`config.mk`:
```
export PLATFORM = sky130hd
export DESIGN_NAME = vram_arbiter_flat
export DESIGN_NICKNAME = d
export VERILOG_FILES = /design/src/rtl/vram_arbiter_if.sv /design/src/rtl/vram_arbiter.sv /design/src/flat_wrapper.sv
export SDC_FILE = /design/constraint.sdc
export NUM_CORES = 1
export LEC_CHECK = 0
export ABC_AREA = 1
export BUFFER_PORTS_ARGS = -buffer_cell sky130_fd_sc_hd__buf_2
export CAP_MARGIN = 20
export CORE_UTILIZATION = 41
export CTS_CLUSTER_SIZE = 20
export DETAILED_ROUTE_END_ITERATION = 6
export HOLD_SLACK_MARGIN = 0.06
export PLACE_DENSITY = 0.76
export SYNTH_ARGS = -nofsm -noshare
export SYNTH_HDL_FRONTEND = slang
export SYNTH_SLANG_ARGS = --single-unit
```
`constraint.sdc`:
```
create_clock -name clk -period 1.2 [get_ports clk]
set_clock_uncertainty 0.15 [all_clocks]
set_input_delay 0.06 -clock clk [delete_from_list [all_inputs] [get_ports clk]]
set_output_delay 0.06 -clock clk [all_outputs]
set_load 0.05 [all_outputs]
```
`src/rtl/vram_arbiter_if.sv`:
```
// Bus bundle between the video RAM arbiter, its two clients (scanout and CPU)
// and the synchronous video RAM.
interface vram_arbiter_if #(
  parameter int ADDR_W = 13,
  parameter int DATA_W = 16
);
  // Scanout client
  logic              vga_req;
  logic [ADDR_W-1:0] vga_addr;
  logic [DATA_W-1:0] vga_data;
  logic              vga_valid;
  logic              vga_overrun;
  // CPU client
  logic              cpu_req;
  logic              cpu_we;
  logic [ADDR_W-1:0] cpu_addr;
  logic [DATA_W-1:0] cpu_wdata;
  logic [DATA_W-1:0] cpu_rdata;
  logic              cpu_ack;
  // RAM port
  logic [ADDR_W-1:0] mem_addr;
  logic              mem_we;
  logic [DATA_W-1:0] mem_wdata;
  logic [DATA_W-1:0] mem_rdata;

  modport slave (
    input  vga_req, vga_addr, cpu_req, cpu_we, cpu_addr, cpu_wdata, mem_rdata,
    output vga_data, vga_valid, vga_overrun, cpu_rdata, cpu_ack,
           mem_addr, mem_we, mem_wdata
  );

  modport master (
    output vga_req, vga_addr, cpu_req, cpu_we, cpu_addr, cpu_wdata, mem_rdata,
    input  vga_data, vga_valid, vga_overrun, cpu_rdata, cpu_ack,
           mem_addr, mem_we, mem_wdata
  );
endinterface

```
`src/rtl/vram_arbiter.sv`:
```
// Single-port video RAM arbiter: fixed-priority scanout fetches over CPU
// accesses, two RAM cycles per transaction, never aborting an access.
module vram_arbiter #(
  parameter int ADDR_W = 13,
  parameter int DATA_W = 16
) (
  input  logic          clk,
  input  logic          reset,
  vram_arbiter_if.slave bus
);

  typedef enum logic [2:0] {
    IDLE,
    VGA_ADDR,
    VGA_DATA,
    CPU_ADDR,
    CPU_DATA
  } state_t;

  state_t              r_state;
  logic                r_vga_pend;
  logic                r_vga_overrun;
  logic [ADDR_W-1:0]   r_vga_addr_q;
  logic                r_cpu_we_q;
  logic [ADDR_W-1:0]   r_cpu_addr_q;
  logic [DATA_W-1:0]   r_cpu_wdata_q;

  // The VGA_ADDR cycle is the one slot where a new request may overwrite the
  // pending one: the old address is already on the RAM bus this cycle.
  logic w_vga_drop;
  assign w_vga_drop = bus.vga_req && r_vga_pend && (r_state != VGA_ADDR);

  // NOTE: every register here uses non-blocking assignment so all reads in
  // this block see the pre-edge values, regardless of statement order.
  always_ff @(posedge clk) begin
    if (reset) begin
      r_state       <= IDLE;
      r_vga_pend    <= 1'b0;
      r_vga_overrun <= 1'b0;
      r_vga_addr_q  <= '0;
      r_cpu_we_q    <= 1'b0;
      r_cpu_addr_q  <= '0;
      r_cpu_wdata_q <= '0;
    end else begin
      if (bus.vga_req) begin
        if (w_vga_drop) begin
          r_vga_overrun <= 1'b1;
        end else begin
          r_vga_pend   <= 1'b1;
          r_vga_addr_q <= bus.vga_addr;
        end
      end else if (r_state == VGA_ADDR) begin
        r_vga_pend <= 1'b0;
      end

      case (r_state)
        IDLE: begin
          if (r_vga_pend) begin
            r_state <= VGA_ADDR;
          end else if (bus.cpu_req) begin
            r_state       <= CPU_ADDR;
            r_cpu_we_q    <= bus.cpu_we;
            r_cpu_addr_q  <= bus.cpu_addr;
            r_cpu_wdata_q <= bus.cpu_wdata;
          end
        end
        VGA_ADDR: r_state <= VGA_DATA;
        VGA_DATA: r_state <= IDLE;
        CPU_ADDR: r_state <= CPU_DATA;
        CPU_DATA: r_state <= IDLE;
        default:  r_state <= IDLE;
      endcase
    end
  end

  // NOTE: defaults first so no path through the case leaves an output
  // unassigned, which would otherwise infer a latch.
  always_comb begin
    bus.mem_addr  = '0;
    bus.mem_we    = 1'b0;
    bus.mem_wdata = '0;
    case (r_state)
      VGA_ADDR: bus.mem_addr = r_vga_addr_q;
      CPU_ADDR: begin
        bus.mem_addr  = r_cpu_addr_q;
        bus.mem_we    = r_cpu_we_q;
        bus.mem_wdata = r_cpu_wdata_q;
      end
      default: ;
    endcase
  end

  assign bus.vga_valid   = (r_state == VGA_DATA);
  assign bus.cpu_ack     = (r_state == CPU_DATA);
  assign bus.vga_data    = bus.mem_rdata;
  assign bus.cpu_rdata   = bus.mem_rdata;
  assign bus.vga_overrun = r_vga_overrun;

endmodule

```
`src/flat_wrapper.sv`:
```
// flat-port wrapper written by rule: the top's interface ports become plain ports
module vram_arbiter_flat 
#(
  parameter int ADDR_W = 13,
  parameter int DATA_W = 16
)
  (clk, reset, bus_vga_req, bus_vga_addr, bus_cpu_req, bus_cpu_we, bus_cpu_addr, bus_cpu_wdata, bus_mem_rdata, bus_vga_data, bus_vga_valid, bus_vga_overrun, bus_cpu_rdata, bus_cpu_ack, bus_mem_addr, bus_mem_we, bus_mem_wdata);
  vram_arbiter_if #(.ADDR_W(ADDR_W), .DATA_W(DATA_W)) bus_i ();
  input  logic clk;
  input  logic reset;
  input wire logic [$bits(bus_i.vga_req)-1:0] bus_vga_req;
  input wire logic [$bits(bus_i.vga_addr)-1:0] bus_vga_addr;
  input wire logic [$bits(bus_i.cpu_req)-1:0] bus_cpu_req;
  input wire logic [$bits(bus_i.cpu_we)-1:0] bus_cpu_we;
  input wire logic [$bits(bus_i.cpu_addr)-1:0] bus_cpu_addr;
  input wire logic [$bits(bus_i.cpu_wdata)-1:0] bus_cpu_wdata;
  input wire logic [$bits(bus_i.mem_rdata)-1:0] bus_mem_rdata;
  output wire logic [$bits(bus_i.vga_data)-1:0] bus_vga_data;
  output wire logic [$bits(bus_i.vga_valid)-1:0] bus_vga_valid;
  output wire logic [$bits(bus_i.vga_overrun)-1:0] bus_vga_overrun;
  output wire logic [$bits(bus_i.cpu_rdata)-1:0] bus_cpu_rdata;
  output wire logic [$bits(bus_i.cpu_ack)-1:0] bus_cpu_ack;
  output wire logic [$bits(bus_i.mem_addr)-1:0] bus_mem_addr;
  output wire logic [$bits(bus_i.mem_we)-1:0] bus_mem_we;
  output wire logic [$bits(bus_i.mem_wdata)-1:0] bus_mem_wdata;
  assign bus_i.vga_req = bus_vga_req;
  assign bus_i.vga_addr = bus_vga_addr;
  assign bus_i.cpu_req = bus_cpu_req;
  assign bus_i.cpu_we = bus_cpu_we;
  assign bus_i.cpu_addr = bus_cpu_addr;
  assign bus_i.cpu_wdata = bus_cpu_wdata;
  assign bus_i.mem_rdata = bus_mem_rdata;
  assign bus_vga_data = bus_i.vga_data;
  assign bus_vga_valid = bus_i.vga_valid;
  assign bus_vga_overrun = bus_i.vga_overrun;
  assign bus_cpu_rdata = bus_i.cpu_rdata;
  assign bus_cpu_ack = bus_i.cpu_ack;
  assign bus_mem_addr = bus_i.mem_addr;
  assign bus_mem_we = bus_i.mem_we;
  assign bus_mem_wdata = bus_i.mem_wdata;
  vram_arbiter #(.ADDR_W(ADDR_W), .DATA_W(DATA_W)) u_core (.clk(clk), .reset(reset), .bus(bus_i));
endmodule
```
==> results of run 1 <==
## layer usage
| layer | share of wire (%) | global-route usage [%] |
|---|---|---|
| met1 | 37 | 29.8 |
| met2 | 53 | 51.6 |
| met4 | 3.6 | 12.3 |
| met5 | 0 | 0 |
| met3 | 5.6 | 4.46 |
## cell usage after synthesis (all sizes together)
| library cell | count | share of area (%) |
|---|---|---|
| nor3 | 32 | 6.4 |
| nor2 | 67 | 11 |
| nand2 | 19 | 3.6 |
| o22ai | 13 | 3.3 |
| a21oi | 14 | 2.8 |
| clkbuf | 5 | 0.76 |
| dfxtp | 48 | 39 |
| nand3 | 15 | 3.5 |
| o21ai | 31 | 6.2 |
| inv | 61 | 9.2 |
| buf | 49 | 14 |
| a31oi | 1 | 0.25 |
## final cells by class
| class | count | area share, % |
|---|---|---|
| multi-input cells | 195 | 35.2 |
| repair buffers | 169 | 34.6 |
| flip-flops and latches | 48 | 21.0 |
| inverters | 61 | 5.06 |
| clock buffers | 7 | 2.11 |
| well taps | 72 | 1.95 |
| clock inverters | 1 | 0.108 |
## worst max-delay path, cell delays in order (launching register included)
cell and delay, ns:
dfxtp_2 0.35, inv_4 0.08, nand3_4 0.09, buf_4 0.23
nor2_4 0.11, buf_4 0.21
## cells by family (layout without fill, tap and decap cells)
kind of cell | Yosys count | in the layout | share of synthesized area [%]
AOI/OAI and AO/OA | 59 | 59 | 12.6
buffers and inverters | 115 | 238 | 24.3
DFF | 48 | 48 | 38.7
and+or+nand+nor | 133 | 136 | 24.4
## power by group
part	total [µW]	switching (µW)	internal, µW
sequential	1990	177	1810
clock	1080	547	536
combinational	2680	1650	1030
## sequential cells by signal, summed over array words and instances, names as in the netlist
name,flops
u_core.bus.vga_overrun,1
u_core.r_cpu_addr_q,13
u_core.r_cpu_wdata_q,16
u_core.r_cpu_we_q,1
u_core.r_state,3
u_core.r_vga_addr_q,13
u_core.r_vga_pend,1
## worst max-delay path by stage
stage | to | depth (start not counted) | startpoint | slack (ns)
after floorplan | bus_mem_addr[11] | 4 | u_core.r_state[2] | -0.10
after global placement | bus_mem_wdata[10] | 6 | u_core.r_state[2] | -0.14
after detailed placement | u_core.r_cpu_wdata_q[9] | 6 | u_core.r_state[1] | -0.23
after CTS | bus_mem_wdata[6] | 6 | u_core.r_state[2] | -0.37
after global routing | bus_mem_wdata[3] | 5 | u_core.r_state[2] | -0.43
final | bus_mem_wdata[3] | 5 | u_core.r_state[2] | -0.39
## per-stage QoR
stage	instance area [µm²]	worst slack (ns)	hold WS, ns
floorplan	2900	-0.104	-0.0258
global placement	3230	-0.141	-0.0295
detailed placement	3230	-0.231	-0.0295
CTS	4330	-0.374	0.0619
global route	4620	-0.432	0.0977
finish	4620	-0.389	0.101
## cell usage in the layout, fill, tap and decap left out, types with 16 or more instances in the layout
master	n
buf_2	47
buf_4	19
buf_6	29
dfxtp_1	45
dlygate4sd3_1	45
dlymetal6s4s_1	16
inv_1	59
nor2_1	45
nor2_4	19
nor3_1	20
o21ai_1	16
## timing repair
item / CTS / global route
endpoints found under the setup margin: 77 / 111
buffers inserted: 4 / 0
pin swaps: 4 / 5
cloned: 3 / 1
resized for setup: 92 / 75
hold endpoints to repair: 80 / 0
hold buffers: 61 / 0
==> results.cfg, run 1 <==
[synthesis]
netlist_area_mm2 = 0.00248
ys_seq_area_share_pct = 38.7
syn_nets = 418
ys_ff_latch = 48
synth.distinct_cells = 20
synth.avg_cell_area_um2 = 7.00
syn-instance-count = 355
yosysWarnings = 0

[min_path]
hold_class = input port to register
worstHoldEndpoint = u_core.r_vga_pend
hold_path_startpoint = bus_vga_req
holdPathStages = 4

[global_routing]
grt_max_degree = 32
globalRouteOverflowTotal = 0
track_usage_pct = 27.5
antenna_found_initial = 0
grt_pass1_wl_mm = 13.4
grt_pass1_vias = 2798

[timing]
finalSetupTns_ns = -19.19
period_minus_slack_ns = 1.59
maxSlewHeadroom_pct = 35.1
worst_pin_slew_ns = 0.978
finalHoldViolCount = 0
rsz0062_at_grt = true
finalCritPeriodShare_pct = 132
max_freq_mhz = 629
setup_viol = 77
timing.final.ws_setup_ns = -0.389
maxSlewViolCount = 0

[worst_setup_path]
ff2ff_path_depth = 7
rr_endpoint = u_core.r_state[1]
critical_path_required_ns = 0.99
reg2reg_slack_ns = -0.27
rr_startpoint = u_core.r_state[1]
critical_path_arrival_ns = 1.38
start_kind = register
critPathMaxFanout = 8
worst_setup_path_end_kind = output port
criticalPathCategory = register to output port

[power]
powerDensity_mw_per_mm2 = 1240
total_power_uw = 5750
peakVddDrop_mv = 0.834
power.leakage_uw = 0.00201

[die]
core_mm2 = 0.00568
row_count = 27
die_x_um = 79.9
io_pins = 128
dieHeight_um = 79.9
die_area_mm2 = 0.00638
initial_utilization_pct = 43.8

[place]
io_buffers = 79
place_congestion = 0.795
place_inst = 477
post-dp-hpwl_mm = 4.31

[final_layout]
diodes = 0
final_cells = 553
area_growth_pct = 86.1
nets = 543
post-route-util_pct = 81.5
multi_input_area_mm2 = 0.00163
seqCellArea_um2 = 970
fillCellCount = 314
drive_gt1_share_pct = 46.4

[run_status]
status = finished, violations left
violations = setup timing

[job]
cap_violations = 0

[cts]
cts.sinks = 48
cts_tree = yes
numCtsBuffers = 5
clkLatencyLatePin_ns = 0.30
clk_path_buf_depth = 2
htree_levels = 2
cts.clk_slew.worst_paths_ns = 0.09
cts_root_buf = clkbuf_8

[drt]
drc = 0
drt_first_pass_iters = 7
viasPerCell = 5.15
drt-initial-drc-count = 100
postRouteAntennaNets = 0
wire_per_inst_um = 16.7
num_vias = 2848
finalWirelength_mm = 9.25
No activity file was read; power rests on OpenSTA's default activity.
==> run 2, diff against run 1 <==
--- a/config.mk
+++ b/config.mk
@@ -8,11 +8,12 @@
 export ABC_AREA = 1
 export BUFFER_PORTS_ARGS = -buffer_cell sky130_fd_sc_hd__buf_2
 export CAP_MARGIN = 20
-export CORE_UTILIZATION = 41
+export CORE_UTILIZATION = 42
+export CTS_BUF_LIST = sky130_fd_sc_hd__clkbuf_8
 export CTS_CLUSTER_SIZE = 20
 export DETAILED_ROUTE_END_ITERATION = 6
 export HOLD_SLACK_MARGIN = 0.06
-export PLACE_DENSITY = 0.76
+export PLACE_DENSITY = 0.78
 export SYNTH_ARGS = -nofsm -noshare
 export SYNTH_HDL_FRONTEND = slang
 export SYNTH_SLANG_ARGS = --single-unit
==> run 2 against run 1 <==
Compared with the run above:
- the run still ends with setup timing left
- clock-buffer cell count down 2
- combinational power about the same
- worst setup slack worse by 0.027 ns
- sequential power about the same
- highest routed layer unchanged
- critical path depth unchanged
- design area down 1.5%
- power up 1.3%
- die area down 2.3%
- via count up 2.8%
==> results.cfg, run 2 (synthesis gave the netlist of run 1 again) <==
[run_status]
status = finished, violations left
violations = setup timing

[timing]
finalCritPeriodShare_pct = 135
finalHoldViolCount = 0
max_freq_mhz = 619
maxSlewHeadroom_pct = 35.4
rsz0062_at_grt = true
maxSlewViolCount = 0
hold_ws_ns = 0.155
setup_viol = 79
timing.final.ws_setup_ns = -0.416
worst_pin_slew_ns = 0.973
period_minus_slack_ns = 1.62

[worst_setup_path]
slowest_delay_ns = 0.35
reg2reg_slack_ns = -0.30
critical_path_arrival_ns = 1.41
crit_end = bus_mem_addr[6]
cp_slowest_cell = dfxtp_2
ff2ff_path_depth = 8
rr_startpoint = u_core.r_state[1]
cp.depth = 5
rr_endpoint = u_core.r_cpu_addr_q[10]
critPathMaxFanout = 13
path_buf_inv = 3
crit_family = buffers and inverters
worst_setup_path_end_kind = output port
start_kind = register
crit_start = u_core.r_state[2]
criticalPathCategory = register to output port
crit_chain = inv_4, nand3_4, buf_12, o22ai_4, buf_6
critical_path_required_ns = 0.99

[final_layout]
diodes = 0
regMostFlops = u_core.r_cpu_wdata_q
fin_area_mm2 = 0.00456
post-route-util_pct = 81.3
seqCellArea_um2 = 970
drive_gt1_share_pct = 38.2
nets = 549
largest_reg_flops = 16
area_growth_pct = 83.4
fillCellCount = 323
multi_input_area_mm2 = 0.00144
final_common_cell = inv_1
final_cell_mix = inv_1, nor2_1, buf_2
top_regs = u_core.r_cpu_wdata_q x16, u_core.r_cpu_addr_q x13, u_core.r_vga_addr_q x13

[drt]
wire_per_inst_um = 16.7
num_vias = 2929
postRouteAntennaNets = 0
drt-initial-drc-count = 109
viasPerCell = 5.24
drt_first_pass_iters = 4
drc = 0
finalWirelength_mm = 9.34

[place]
dp_slack_ns = -0.223
dpl_cell_area_mm2 = 0.00320
place_congestion = 0.803
post-dp-hpwl_mm = 4.21
io_buffers = 79

[global_routing]
track_usage_pct = 28.4
antenna_found_initial = 0
globalRouteOverflowTotal = 0
grt_max_degree = 32
grt_pass1_vias = 2806
grt_pass1_wl_mm = 13.6

[cts]
htree_levels = 2
cts_tree = yes
clkLatencyLatePin_ns = 0.30
cts.sinks = 48
clk_path_buf_depth = 2
cts_root_buf = clkbuf_8
cts.clk_slew.worst_paths_ns = 0.09
numCtsBuffers = 5

[die]
initial_utilization_pct = 44.3
io_pins = 128
die_x_um = 78.9
die_area_mm2 = 0.00623
row_count = 27
dieHeight_um = 78.9
core_mm2 = 0.00561

[power]
power.leakage_uw = 0.00204
powerDensity_mw_per_mm2 = 1280
total_power_uw = 5830
peakVddDrop_mv = 0.871

[job]
cap_violations = 0

[min_path]
hold_class = input port to register
-- run 2: changes by cell type in the layout (fill, tap and decap cells not counted), sizes merged --
cell         previous run  this run
nor2                   67        69
bufinv                  0         1
dlygate4sd3            45        46
inv                    61        62
buf                   107       108
-- run 2: cell type report --
class,instances,area share [%]
clock inverters,3,0.851
clock buffers,5,1.51
multi-input cells,197,31.7
well taps,72,1.98
flip-flops and latches,48,21.3
repair buffers,173,37.6
inverters,61,5.13
-- run 2: worst min path at each step --
stage / slack [ns] / from / depth (start not counted) / endpoint
after CTS: 0.21 / bus_cpu_req / 5 / u_core.r_cpu_addr_q[3]
after global routing: 0.19 / bus_cpu_req / 5 / u_core.r_cpu_addr_q[3]
after global placement: -0.03 / bus_mem_rdata[0] / 0 / bus_cpu_rdata[0]
after detailed placement: -0.03 / bus_mem_rdata[0] / 0 / bus_cpu_rdata[0]
final: 0.15 / bus_cpu_req / 5 / u_core.r_cpu_addr_q[3]
after floorplan: -0.03 / reset / 1 / u_core.r_state[1]
-- run 2: through the flow --
stage          instances  TNS, ns
3_5_place_dp         472    -9.48
4_1_cts              553   -26.92
2_1_floorplan        355    -2.04
5_1_grt              559   -27.73
6_report             559   -23.56
3_3_place_gp         472    -7.37
-- run 2: tightest hold or removal path: stages --
cell and delay, ns:
buf_2 0.12, nand2_4 0.15, nor2_8 0.08, o21ai_1 0.11
nor2_1 0.05
-- run 2: per-layer routing --
layer  wire length (µm)  up-vias  GRT usage, %  part of all wire (%)
li1                   -     1350             -                     -
met1               3530     1373          30.4                    38
met2               4870      174          52.3                    52
met3                532       32          5.29                   5.7
met4                398        0          15.5                   4.3
met5                  0        -             0                     0
-- run 2: timing repair --
item | 4_1_cts | 5_1_grt
resized for setup | 83 | 41
pin swaps | 5 | 5
setup buffers | 7 | 3
endpoints found under the setup margin | 77 | 111
hold buffers | 62 | 0
hold endpoints to repair | 80 | 0
gates cloned | 4 | 4
-- run 2: power by group --
group	internal, µW	switching [µW]
logic	1070	1600
registers	1810	168
clock network	611	560
total	3500	2330
